File: config.mk
export PLATFORM = sky130hd
export DESIGN_NAME = spi_flash_target_flat
export DESIGN_NICKNAME = d
export VERILOG_FILES = /design/src/rtl/spi_flash_target_if.sv /design/src/rtl/spi_flash_target.sv /design/src/flat_wrapper.sv
export SDC_FILE = /design/constraint.sdc
export NUM_CORES = 1
export LEC_CHECK = 0
export BUFFER_PORTS_ARGS = -buffer_cell sky130_fd_sc_hd__clkbuf_2
export CAP_MARGIN = 5
export CORE_ASPECT_RATIO = 0.6
export CORE_MARGIN = 1.5
export CORE_UTILIZATION = 45
export DETAILED_ROUTE_END_ITERATION = 7
export PLACE_DENSITY_LB_ADDON = 0.15
export RECOVER_POWER = 100
export SLEW_MARGIN = 10
export SYNTH_ARGS = -nofsm -noshare
export SYNTH_HDL_FRONTEND = slang
export SYNTH_SLANG_ARGS = --single-unit
File: constraint.sdc
create_clock -name clk -period 3.6 [get_ports clk]
set_clock_uncertainty 0.2 [all_clocks]
set_input_delay 0 -clock clk [delete_from_list [all_inputs] [get_ports clk]]
set_output_delay 0 -clock clk [all_outputs]
set_load 0.05 [all_outputs]
File: src/rtl/spi_flash_target_if.sv
// spi_flash_target_if: SPI pin and memory-port bundle for the flash responder.
// slave modport is the target side, master modport is the pins/memory side.
interface spi_flash_target_if;
  localparam int unsigned AW = 24;
  localparam int unsigned DW = 8;

  logic          spi_cs_n;
  logic          spi_sck;
  logic          spi_mosi;
  logic          spi_miso;
  logic          spi_miso_oe;
  logic          mem_rd_req;
  logic [AW-1:0] mem_rd_addr;
  logic [DW-1:0] mem_rd_data;
  logic          mem_wr_valid;
  logic [AW-1:0] mem_wr_addr;
  logic [DW-1:0] mem_wr_data;
  logic          mem_busy;
  logic          busy;
  logic          prog_done;
  logic          err;

  modport slave (
    input  spi_cs_n, spi_sck, spi_mosi, mem_rd_data, mem_busy,
    output spi_miso, spi_miso_oe, mem_rd_req, mem_rd_addr,
           mem_wr_valid, mem_wr_addr, mem_wr_data, busy, prog_done, err
  );

  modport master (
    output spi_cs_n, spi_sck, spi_mosi, mem_rd_data, mem_busy,
    input  spi_miso, spi_miso_oe, mem_rd_req, mem_rd_addr,
           mem_wr_valid, mem_wr_addr, mem_wr_data, busy, prog_done, err
  );
endinterface

File: src/rtl/spi_flash_target.sv
// spi_flash_target: SPI mode-0 flash responder (READ/PROGRAM/RDSR/WREN/WRDI).
// SCK/CS_N/MOSI are oversampled in the clk domain; reads come from a
// fixed-latency memory port, program data streams to a write port.
// Optional feature: define SPI_TGT_FAST_READ_EN to decode 0x0B FAST_READ.
module spi_flash_target #(
  parameter int unsigned RD_LAT      = 1,
  parameter int unsigned SYNC_STAGES = 2
) (
  input  logic              clk,
  input  logic              rst,
  spi_flash_target_if.slave bus
);
  localparam int unsigned AW = 24;
  localparam int unsigned DW = 8;

  localparam logic [DW-1:0] OP_PROG = 8'h02;
  localparam logic [DW-1:0] OP_READ = 8'h03;
  localparam logic [DW-1:0] OP_WRDI = 8'h04;
  localparam logic [DW-1:0] OP_RDSR = 8'h05;
  localparam logic [DW-1:0] OP_WREN = 8'h06;
`ifdef SPI_TGT_FAST_READ_EN
  localparam logic [DW-1:0] OP_FAST = 8'h0B;
`endif

  typedef enum logic [2:0] {
    IDLE, OPCODE, ADDR, RD_DATA, STATUS, WR_DATA, IGNORE, DUMMY
  } state_t;

  typedef enum logic [1:0] {CMD_READ, CMD_PROG, CMD_FAST} cmd_t;

  logic [SYNC_STAGES-1:0] cs_sync, sck_sync, mosi_sync;
  logic                   cs_d1, sck_d1;
  logic                   cs_q, sck_q, mosi_q;
  logic                   sck_rise, sck_fall, cs_rise, byte_done;

  state_t        state;
  cmd_t          cmd;
  logic [2:0]    bit_cnt;
  logic [1:0]    addr_cnt;
  logic [6:0]    rx_shift;
  logic [DW-1:0] rx_byte;
  logic [AW-1:0] addr, addr_full;
  logic [DW-1:0] tx_shift, tx_next, pf_buf, ld_byte;
  logic          pf_valid, load_pend, wel, prog_ok, wr_any;
  logic [RD_LAT-1:0] rd_pipe;

  assign cs_q      = cs_sync[SYNC_STAGES-1];
  assign sck_q     = sck_sync[SYNC_STAGES-1];
  assign mosi_q    = mosi_sync[SYNC_STAGES-1];
  assign sck_rise  = sck_q & ~sck_d1;
  assign sck_fall  = ~sck_q & sck_d1;
  assign cs_rise   = cs_q & ~cs_d1;
  assign rx_byte   = {rx_shift, mosi_q};
  assign byte_done = sck_rise && (bit_cnt == 3'd0);
  assign addr_full = {addr[15:0], rx_byte};
  // Byte loaded on the first fall of an output byte; a missing prefetch reads as 0xFF.
  assign ld_byte   = (state == STATUS) ? tx_next : (pf_valid ? pf_buf : 8'hFF);

  // Input synchronizers and one-sample history for edge detection.
  always_ff @(posedge clk or posedge rst) begin
    if (rst) begin
      cs_sync   <= '1;
      sck_sync  <= '0;
      mosi_sync <= '0;
      cs_d1     <= 1'b1;
      sck_d1    <= 1'b0;
    end else begin
      cs_sync   <= {cs_sync[SYNC_STAGES-2:0], bus.spi_cs_n};
      sck_sync  <= {sck_sync[SYNC_STAGES-2:0], bus.spi_sck};
      mosi_sync <= {mosi_sync[SYNC_STAGES-2:0], bus.spi_mosi};
      cs_d1     <= cs_q;
      sck_d1    <= sck_q;
    end
  end

  // Command FSM with byte dispatch, read prefetch and MISO shifter.
  always_ff @(posedge clk or posedge rst) begin
    if (rst) begin
      state            <= IDLE;
      cmd              <= CMD_READ;
      bit_cnt          <= 3'd7;
      addr_cnt         <= 2'd0;
      rx_shift         <= '0;
      addr             <= '0;
      tx_shift         <= '0;
      tx_next          <= '0;
      pf_buf           <= '0;
      pf_valid         <= 1'b0;
      load_pend        <= 1'b0;
      wel              <= 1'b0;
      prog_ok          <= 1'b0;
      wr_any           <= 1'b0;
      rd_pipe          <= '0;
      bus.spi_miso     <= 1'b0;
      bus.spi_miso_oe  <= 1'b0;
      bus.mem_rd_req   <= 1'b0;
      bus.mem_rd_addr  <= '0;
      bus.mem_wr_valid <= 1'b0;
      bus.mem_wr_addr  <= '0;
      bus.mem_wr_data  <= '0;
      bus.busy         <= 1'b0;
      bus.prog_done    <= 1'b0;
      bus.err          <= 1'b0;
    end else begin
      bus.mem_rd_req   <= 1'b0;
      bus.mem_wr_valid <= 1'b0;
      bus.prog_done    <= 1'b0;
      bus.err          <= 1'b0;
      bus.busy         <= ~cs_q;
      rd_pipe          <= RD_LAT'({rd_pipe, bus.mem_rd_req});
      if (rd_pipe[RD_LAT-1]) begin
        pf_buf   <= bus.mem_rd_data;
        pf_valid <= 1'b1;
      end

      if (cs_rise) begin
        state           <= IDLE;
        load_pend       <= 1'b0;
        bus.spi_miso    <= 1'b0;
        bus.spi_miso_oe <= 1'b0;
        if (bit_cnt != 3'd7) bus.err <= 1'b1;
        if ((state == WR_DATA) && prog_ok && wr_any) begin
          bus.prog_done <= 1'b1;
          wel           <= 1'b0;
        end
      end else if (state == IDLE) begin
        if (!cs_q) begin
          state     <= OPCODE;
          bit_cnt   <= 3'd7;
          addr_cnt  <= 2'd0;
          prog_ok   <= 1'b0;
          wr_any    <= 1'b0;
          pf_valid  <= 1'b0;
          load_pend <= 1'b0;
        end
      end else begin
        if (sck_rise) begin
          rx_shift <= rx_byte[6:0];
          bit_cnt  <= bit_cnt - 3'd1;
        end

        if (byte_done) begin
          case (state)
            OPCODE: begin
              case (rx_byte)
                OP_READ: begin cmd <= CMD_READ; state <= ADDR; end
                OP_PROG: begin
                  cmd     <= CMD_PROG;
                  prog_ok <= wel & ~bus.mem_busy;
                  state   <= ADDR;
                end
`ifdef SPI_TGT_FAST_READ_EN
                OP_FAST: begin cmd <= CMD_FAST; state <= ADDR; end
`endif
                OP_RDSR: begin
                  tx_next   <= {6'b0, wel, bus.mem_busy};
                  load_pend <= 1'b1;
                  state     <= STATUS;
                end
                OP_WREN: begin wel <= 1'b1; state <= IGNORE; end
                OP_WRDI: begin wel <= 1'b0; state <= IGNORE; end
                default: state <= IGNORE;
              endcase
            end
            ADDR: begin
              addr     <= addr_full;
              addr_cnt <= addr_cnt + 2'd1;
              if (addr_cnt == 2'd2) begin
                case (cmd)
                  CMD_READ: begin
                    bus.mem_rd_req  <= 1'b1;
                    bus.mem_rd_addr <= addr_full;
                    addr            <= addr_full + AW'(1);
                    load_pend       <= 1'b1;
                    state           <= RD_DATA;
                  end
                  CMD_PROG: state <= WR_DATA;
                  default:  state <= DUMMY;
                endcase
              end
            end
            // Each byte boundary issues the read for the byte after the one going out.
            RD_DATA, DUMMY: begin
              bus.mem_rd_req  <= 1'b1;
              bus.mem_rd_addr <= addr;
              addr            <= addr + AW'(1);
              load_pend       <= 1'b1;
              state           <= RD_DATA;
            end
            STATUS: begin
              tx_next   <= {6'b0, wel, bus.mem_busy};
              load_pend <= 1'b1;
            end
            WR_DATA: begin
              if (prog_ok) begin
                bus.mem_wr_valid <= 1'b1;
                bus.mem_wr_addr  <= addr;
                bus.mem_wr_data  <= rx_byte;
                addr[7:0]        <= addr[7:0] + 8'd1;
                wr_any           <= 1'b1;
              end
            end
            default: ;
          endcase
        end

        if (sck_fall && ((state == RD_DATA) || (state == STATUS))) begin
          if (load_pend) begin
            load_pend       <= 1'b0;
            bus.spi_miso_oe <= 1'b1;
            bus.spi_miso    <= ld_byte[7];
            tx_shift        <= {ld_byte[6:0], 1'b0};
            if (state == RD_DATA) begin
              pf_valid <= 1'b0;
              if (!pf_valid) bus.err <= 1'b1;
            end
          end else begin
            bus.spi_miso <= tx_shift[7];
            tx_shift     <= {tx_shift[6:0], 1'b0};
          end
        end
      end
    end
  end
endmodule
File: src/flat_wrapper.sv
// flat-port wrapper written by rule: the top's interface ports become plain ports
module spi_flash_target_flat 
#(
  parameter int unsigned RD_LAT      = 1,
  parameter int unsigned SYNC_STAGES = 2
)
  (clk, rst, bus_spi_cs_n, bus_spi_sck, bus_spi_mosi, bus_mem_rd_data, bus_mem_busy, bus_spi_miso, bus_spi_miso_oe, bus_mem_rd_req, bus_mem_rd_addr, bus_mem_wr_valid, bus_mem_wr_addr, bus_mem_wr_data, bus_busy, bus_prog_done, bus_err);
  spi_flash_target_if bus_i ();
  input  logic clk;
  input  logic rst;
  input wire logic [$bits(bus_i.spi_cs_n)-1:0] bus_spi_cs_n;
  input wire logic [$bits(bus_i.spi_sck)-1:0] bus_spi_sck;
  input wire logic [$bits(bus_i.spi_mosi)-1:0] bus_spi_mosi;
  input wire logic [$bits(bus_i.mem_rd_data)-1:0] bus_mem_rd_data;
  input wire logic [$bits(bus_i.mem_busy)-1:0] bus_mem_busy;
  output wire logic [$bits(bus_i.spi_miso)-1:0] bus_spi_miso;
  output wire logic [$bits(bus_i.spi_miso_oe)-1:0] bus_spi_miso_oe;
  output wire logic [$bits(bus_i.mem_rd_req)-1:0] bus_mem_rd_req;
  output wire logic [$bits(bus_i.mem_rd_addr)-1:0] bus_mem_rd_addr;
  output wire logic [$bits(bus_i.mem_wr_valid)-1:0] bus_mem_wr_valid;
  output wire logic [$bits(bus_i.mem_wr_addr)-1:0] bus_mem_wr_addr;
  output wire logic [$bits(bus_i.mem_wr_data)-1:0] bus_mem_wr_data;
  output wire logic [$bits(bus_i.busy)-1:0] bus_busy;
  output wire logic [$bits(bus_i.prog_done)-1:0] bus_prog_done;
  output wire logic [$bits(bus_i.err)-1:0] bus_err;
  assign bus_i.spi_cs_n = bus_spi_cs_n;
  assign bus_i.spi_sck = bus_spi_sck;
  assign bus_i.spi_mosi = bus_spi_mosi;
  assign bus_i.mem_rd_data = bus_mem_rd_data;
  assign bus_i.mem_busy = bus_mem_busy;
  assign bus_spi_miso = bus_i.spi_miso;
  assign bus_spi_miso_oe = bus_i.spi_miso_oe;
  assign bus_mem_rd_req = bus_i.mem_rd_req;
  assign bus_mem_rd_addr = bus_i.mem_rd_addr;
  assign bus_mem_wr_valid = bus_i.mem_wr_valid;
  assign bus_mem_wr_addr = bus_i.mem_wr_addr;
  assign bus_mem_wr_data = bus_i.mem_wr_data;
  assign bus_busy = bus_i.busy;
  assign bus_prog_done = bus_i.prog_done;
  assign bus_err = bus_i.err;
  spi_flash_target #(.RD_LAT(RD_LAT), .SYNC_STAGES(SYNC_STAGES)) u_core (.clk(clk), .rst(rst), .bus(bus_i));
endmodule
==> flow_metrics.py <==
metrics = {
    "outcome": {
        "result_of_the_run": "complete, but fails checks",
        "violated_checks": "max-capacitance violations, max-slew violations",
    },
    "synth": {
        "syn_area_mm2": 0.00682,
        "yosys_register_bits": 134,
        "postSynthCellCount": 683,
        "ys_warn_count": 0,
        "synth_edf_count": 0,
        "yosys_most_used_dff": "sky130_fd_sc_hd__dfrtp_1",
        "synthesis.area_per_instance_um2": 9.99,
        "ys_async_sr_fraction_pct": 100,
        "synth.net_count": 706,
        "synth_seq_area_share_pct": 49.3,
        "synth_cell_type_count": 64,
    },
    "power_and_ir_drop": {
        "cellInternalPower_mw": 3.18,
        "p_seq_share_pct": 39.8,
        "comb_power_share_pct": 22.4,
        "powerDensity_mw_per_mm2": 592,
        "vdd_ir_drop_max_v": 0.000358,
        "leakage_power_total_nw": 3.53,
        "pwr-share-clk_pct": 37.8,
        "net-switching-power_mw": 1.54,
        "netSwitchingFraction_pct": 32.7,
    },
    "cts": {
        "cts_tree": "done",
        "post_cts_repair_resize_count": 0,
        "clock_sink_count": 134,
        "cts.reportedPaths.clkPinSlew_ns": 0.05,
        "clockRootBuffer": "sky130_fd_sc_hd__clkbuf_16",
        "cts_buffers": 17,
        "clock_tree_buffer_depth": 2,
        "source_to_sink_clock_delay_at_the_later_pin_of_the_worst_skew_pair_ns": 0.41,
        "ctsHtreeMaxLevel": 4,
    },
    "route": {
        "drt.antenna.violating_nets": 0,
        "via_per_inst": 5.76,
        "detailroute.via_count": 5573,
        "routedWlPerCell_um": 19.4,
        "wl_mm": 18.7,
        "route.detailed.drc": 0,
        "initialDrtViolationCount": 726,
        "drtPass1Iterations": 6,
    },
    "setup_path": {
        "rr_worst_depth": 8,
        "critical_path_depth": 8,
        "worstReg2RegEnd": "u_core.bus.mem_rd_addr[16]$_DFFE_PP0P_",
        "reg2reg_slack_ns": 0.41,
        "worst_ep_required_time_ns": 3.67,
        "crit_family": "simple AND/OR/NAND/NOR gates",
        "critical_path.slowest_cell": "sky130_fd_sc_hd__nor4_2",
        "worstSetupPathType": "reg2reg",
        "start_kind": "flop",
        "regToRegStartpoint": "u_core.bit_cnt[0]$_DFFE_PP1P_",
        "worstPathArrival_ns": 3.25,
        "crit_path_end": "u_core.bus.mem_rd_addr[16]$_DFFE_PP0P_",
        "worstPathCellList": "inv_1 -> ha_1 -> nand4bb_1 -> nor4_2 -> o21ai_2 -> clkbuf_2 -> nand2_1 -> o21ai_0",
        "crit_fanout": 29,
        "critical-path-max-stage-delay_ns": 0.85,
        "critical_path.startpoint": "u_core.bit_cnt[0]$_DFFE_PP1P_",
        "path_buf_inv": 2,
        "endpoint_kind": "flop",
    },
    "sta": {
        "max-slew-margin-rel_pct": -21.3,
        "finalMaxSlewViolations": 135,
        "setup_total_negative_slack_ns": 0,
        "timing.final.crit_period_ns": 3.19,
        "achievable-frequency_mhz": 314,
        "finalCritPeriodShare_pct": 88.5,
        "worst_slew_pin_slew_ns": 1.82,
        "layout_setup_ws_ns": 0.415,
        "finalHoldViolations": 0,
        "rsz0062_at_grt": "no",
        "setup_violations_final": 0,
    },
    "place": {
        "dp.cells": 922,
        "dp_slack_ns": 0.637,
        "standard_cell_area_after_detailed_placement_mm2": 0.00737,
        "port_buffers": 76,
        "hpwl_after_detailed_placement_mm": 13.0,
        "gp_routability_congestion": 0.897,
    },
    "grt": {
        "grt_pass1_vias": 5236,
        "antenna_found_initial": 0,
        "global_route.overflow_total": 0,
        "grt_pass1_wl_mm": 30.0,
        "grt_max_degree": 135,
        "gr-usage-all-layers_pct": 24.8,
    },
    "final_layout": {
        "fin_nets": 779,
        "final-seq-area_mm2": 0.00336,
        "finish.cell_count_without_fillers": 967,
        "drive_gt1_share_pct": 14.6,
        "share_of_the_core_filled_with_cells_in_the_final_layout_pct": 54.5,
        "final_area_mm2": 0.00797,
        "syn2layout_area_growth_pct": 16.9,
        "n_fill_cell": 1377,
        "multi_input_comb_area_mm2": 0.00312,
        "final_antenna_diode_count": 0,
    },
    "floorplanning": {
        "initial_core_util_pct": 46.6,
        "die_area_mm2": 0.0159,
        "die-height_um": 98.4,
        "fp-row-count": 34,
        "core_area_mm2": 0.0146,
        "die-width_um": 162,
        "io_pins": 77,
    },
    "worst_hold_path": {
        "worstHoldPathType": "in2reg",
    },
    "flow_run": {
        "max_cap_violation_count": 1,
    },
}
power groups by stage:
stage	logic, mW	registers (mW)	clock network [mW]
floorplan	0.784	1.80	0
global placement	1.01	1.88	0
detailed placement	1.03	1.90	0
CTS	1.05	1.87	1.81
global route	1.15	1.90	1.91
finish	1.06	1.88	1.78
metal layers:
layer | GRT usage [%] | share of wire [%] | up-vias
li1 | - | - | 2583
met1 | 39.8 | 49 | 2662
met2 | 31.4 | 38 | 300
met3 | 7.26 | 11 | 28
met4 | 6.92 | 1.3 | 0
met5 | 0 | 0 | -
state kept, by name, indices dropped and copies added (netlist names), 2 cells and up:
register                count
u_core.addr                24
u_core.rx_shift             7
u_core.mosi_sync            2
u_core.bus.mem_wr_addr     24
u_core.bus.mem_rd_addr     24
u_core.state                3
u_core.addr_cnt             2
u_core.tx_shift             7
u_core.tx_next              2
u_core.bus.mem_wr_data      8
u_core.sck_sync             2
u_core.pf_buf               8
u_core.bit_cnt              3
u_core.cs_sync              2
what timing repair did:
action,in CTS,in global routing
endpoints found under the hold margin,141,0
buffers inserted,0,0
hold buffers,13,0
how the worst min path moves through the flow:
| stage | endpoint | depth (start not counted) | slack (ns) | startpoint |
|---|---|---|---|---|
| after global placement | u_core.cs_sync[0]$_DFF_PP1_ | 1 | -0.11 | bus_spi_cs_n |
| after CTS | u_core.cs_sync[0]$_DFF_PP1_ | 2 | 0.01 | bus_spi_cs_n |
| after floorplan | u_core.cs_sync[0]$_DFF_PP1_ | 0 | -0.20 | bus_spi_cs_n |
| final | u_core.sck_sync[0]$_DFF_PP0_ | 2 | 0.04 | bus_spi_sck |
| after detailed placement | u_core.cs_sync[0]$_DFF_PP1_ | 1 | -0.11 | bus_spi_cs_n |
| after global routing | u_core.sck_sync[0]$_DFF_PP0_ | 2 | 0.02 | bus_spi_sck |
worst register-to-register path: cells and delay by family, from the launching register on:
family	cells	cell delay, ns
buf+inv	2	0.51
compound gates	2	0.54
simple gates	3	1.24
flops	1	0.39
fa+ha+maj	1	0.19
cells by family after synthesis:
group | Yosys count | synth area share [%]
buffers and inverters | 78 | 4.79
and+or+nand+nor | 214 | 16.5
adders and majority gates | 9 | 1.65
AOI/OAI and AO/OA | 151 | 13.2
DFF | 134 | 49.3
xor gates and xnor gates | 23 | 2.95
muxes | 74 | 11.6
placed cells by master (no fill, tap or decap), types with 4 or more instances in the layout:
| cell | n |
|---|---|
| sky130_fd_sc_hd__dlygate4sd3_1 | 13 |
| sky130_fd_sc_hd__nor3_1 | 6 |
| sky130_fd_sc_hd__nand2b_1 | 5 |
| sky130_fd_sc_hd__xnor2_1 | 11 |
| sky130_fd_sc_hd__o21ai_0 | 61 |
| sky130_fd_sc_hd__dfstp_2 | 4 |
| sky130_fd_sc_hd__clkbuf_16 | 17 |
| sky130_fd_sc_hd__a21o_1 | 6 |
| sky130_fd_sc_hd__nand2_1 | 73 |
| sky130_fd_sc_hd__nor4_1 | 9 |
| sky130_fd_sc_hd__nand3b_1 | 5 |
| sky130_fd_sc_hd__xor2_1 | 12 |
| sky130_fd_sc_hd__clkinv_4 | 4 |
| sky130_fd_sc_hd__and3_1 | 9 |
| sky130_fd_sc_hd__or3_1 | 4 |
| sky130_fd_sc_hd__ha_1 | 9 |
| sky130_fd_sc_hd__o221ai_1 | 4 |
| sky130_fd_sc_hd__nor2_1 | 38 |
| sky130_fd_sc_hd__clkbuf_2 | 13 |
| sky130_fd_sc_hd__nor2b_1 | 4 |
| sky130_fd_sc_hd__dfrtp_1 | 128 |
| sky130_fd_sc_hd__nand4_1 | 12 |
| sky130_fd_sc_hd__a21oi_1 | 41 |
| sky130_fd_sc_hd__inv_1 | 27 |
| sky130_fd_sc_hd__nand3_1 | 23 |
| sky130_fd_sc_hd__o22ai_1 | 7 |
| sky130_fd_sc_hd__mux2i_1 | 32 |
| sky130_fd_sc_hd__mux2_2 | 41 |
| sky130_fd_sc_hd__clkbuf_1 | 71 |
| sky130_fd_sc_hd__buf_4 | 8 |
| sky130_fd_sc_hd__a31oi_1 | 6 |
Yosys cell counts, drive strengths merged, types with 2 or more instances:
cell type | n | area share [%]
nor4b | 3 | 0.39
o211ai | 3 | 0.33
o21a | 3 | 0.33
xor2 | 12 | 1.5
mux2i | 32 | 4.7
nand4 | 13 | 1.4
nor2b | 4 | 0.37
and3 | 9 | 0.83
a41oi | 3 | 0.39
a31oi | 6 | 0.55
or3 | 5 | 0.53
mux2 | 42 | 6.9
clkbuf | 30 | 1.7
buf | 20 | 1.6
nand2b | 5 | 0.46
nand2 | 73 | 4.0
xnor2 | 11 | 1.4
nor3 | 9 | 0.88
or4 | 2 | 0.28
dfrtp | 128 | 47
a221o | 2 | 0.29
a21oi | 41 | 3.2
o311ai | 3 | 0.39
nor4 | 12 | 1.4
o221ai | 4 | 0.51
nor2 | 38 | 2.1
ha | 9 | 1.7
a21o | 6 | 0.66
or2 | 3 | 0.28
and4b | 2 | 0.29
o22ai | 7 | 0.64
nand3 | 23 | 1.7
inv | 28 | 1.5
dfstp | 6 | 2.3
nand3b | 5 | 0.55
o21ai | 63 | 4.6
area by class of cell:
cell class                      count  area share [%]
Clock buffer                       21            5.78
Clock inverter                     11            1.87
Inverter                           28            1.37
Multi-Input combinational cell    471            39.2
Sequential cell                   134            42.2
Tap cell                          198            3.11
Timing Repair Buffer              104            6.55
through the flow:
stage               hold slack, ns  power [mW]
floorplan                   -0.196        2.58
global placement            -0.113        2.89
detailed placement          -0.110        2.92
CTS                         0.0133        4.74
global route                0.0230        4.96
finish                      0.0358        4.72
No activity file was read; power rests on OpenSTA's default activity.
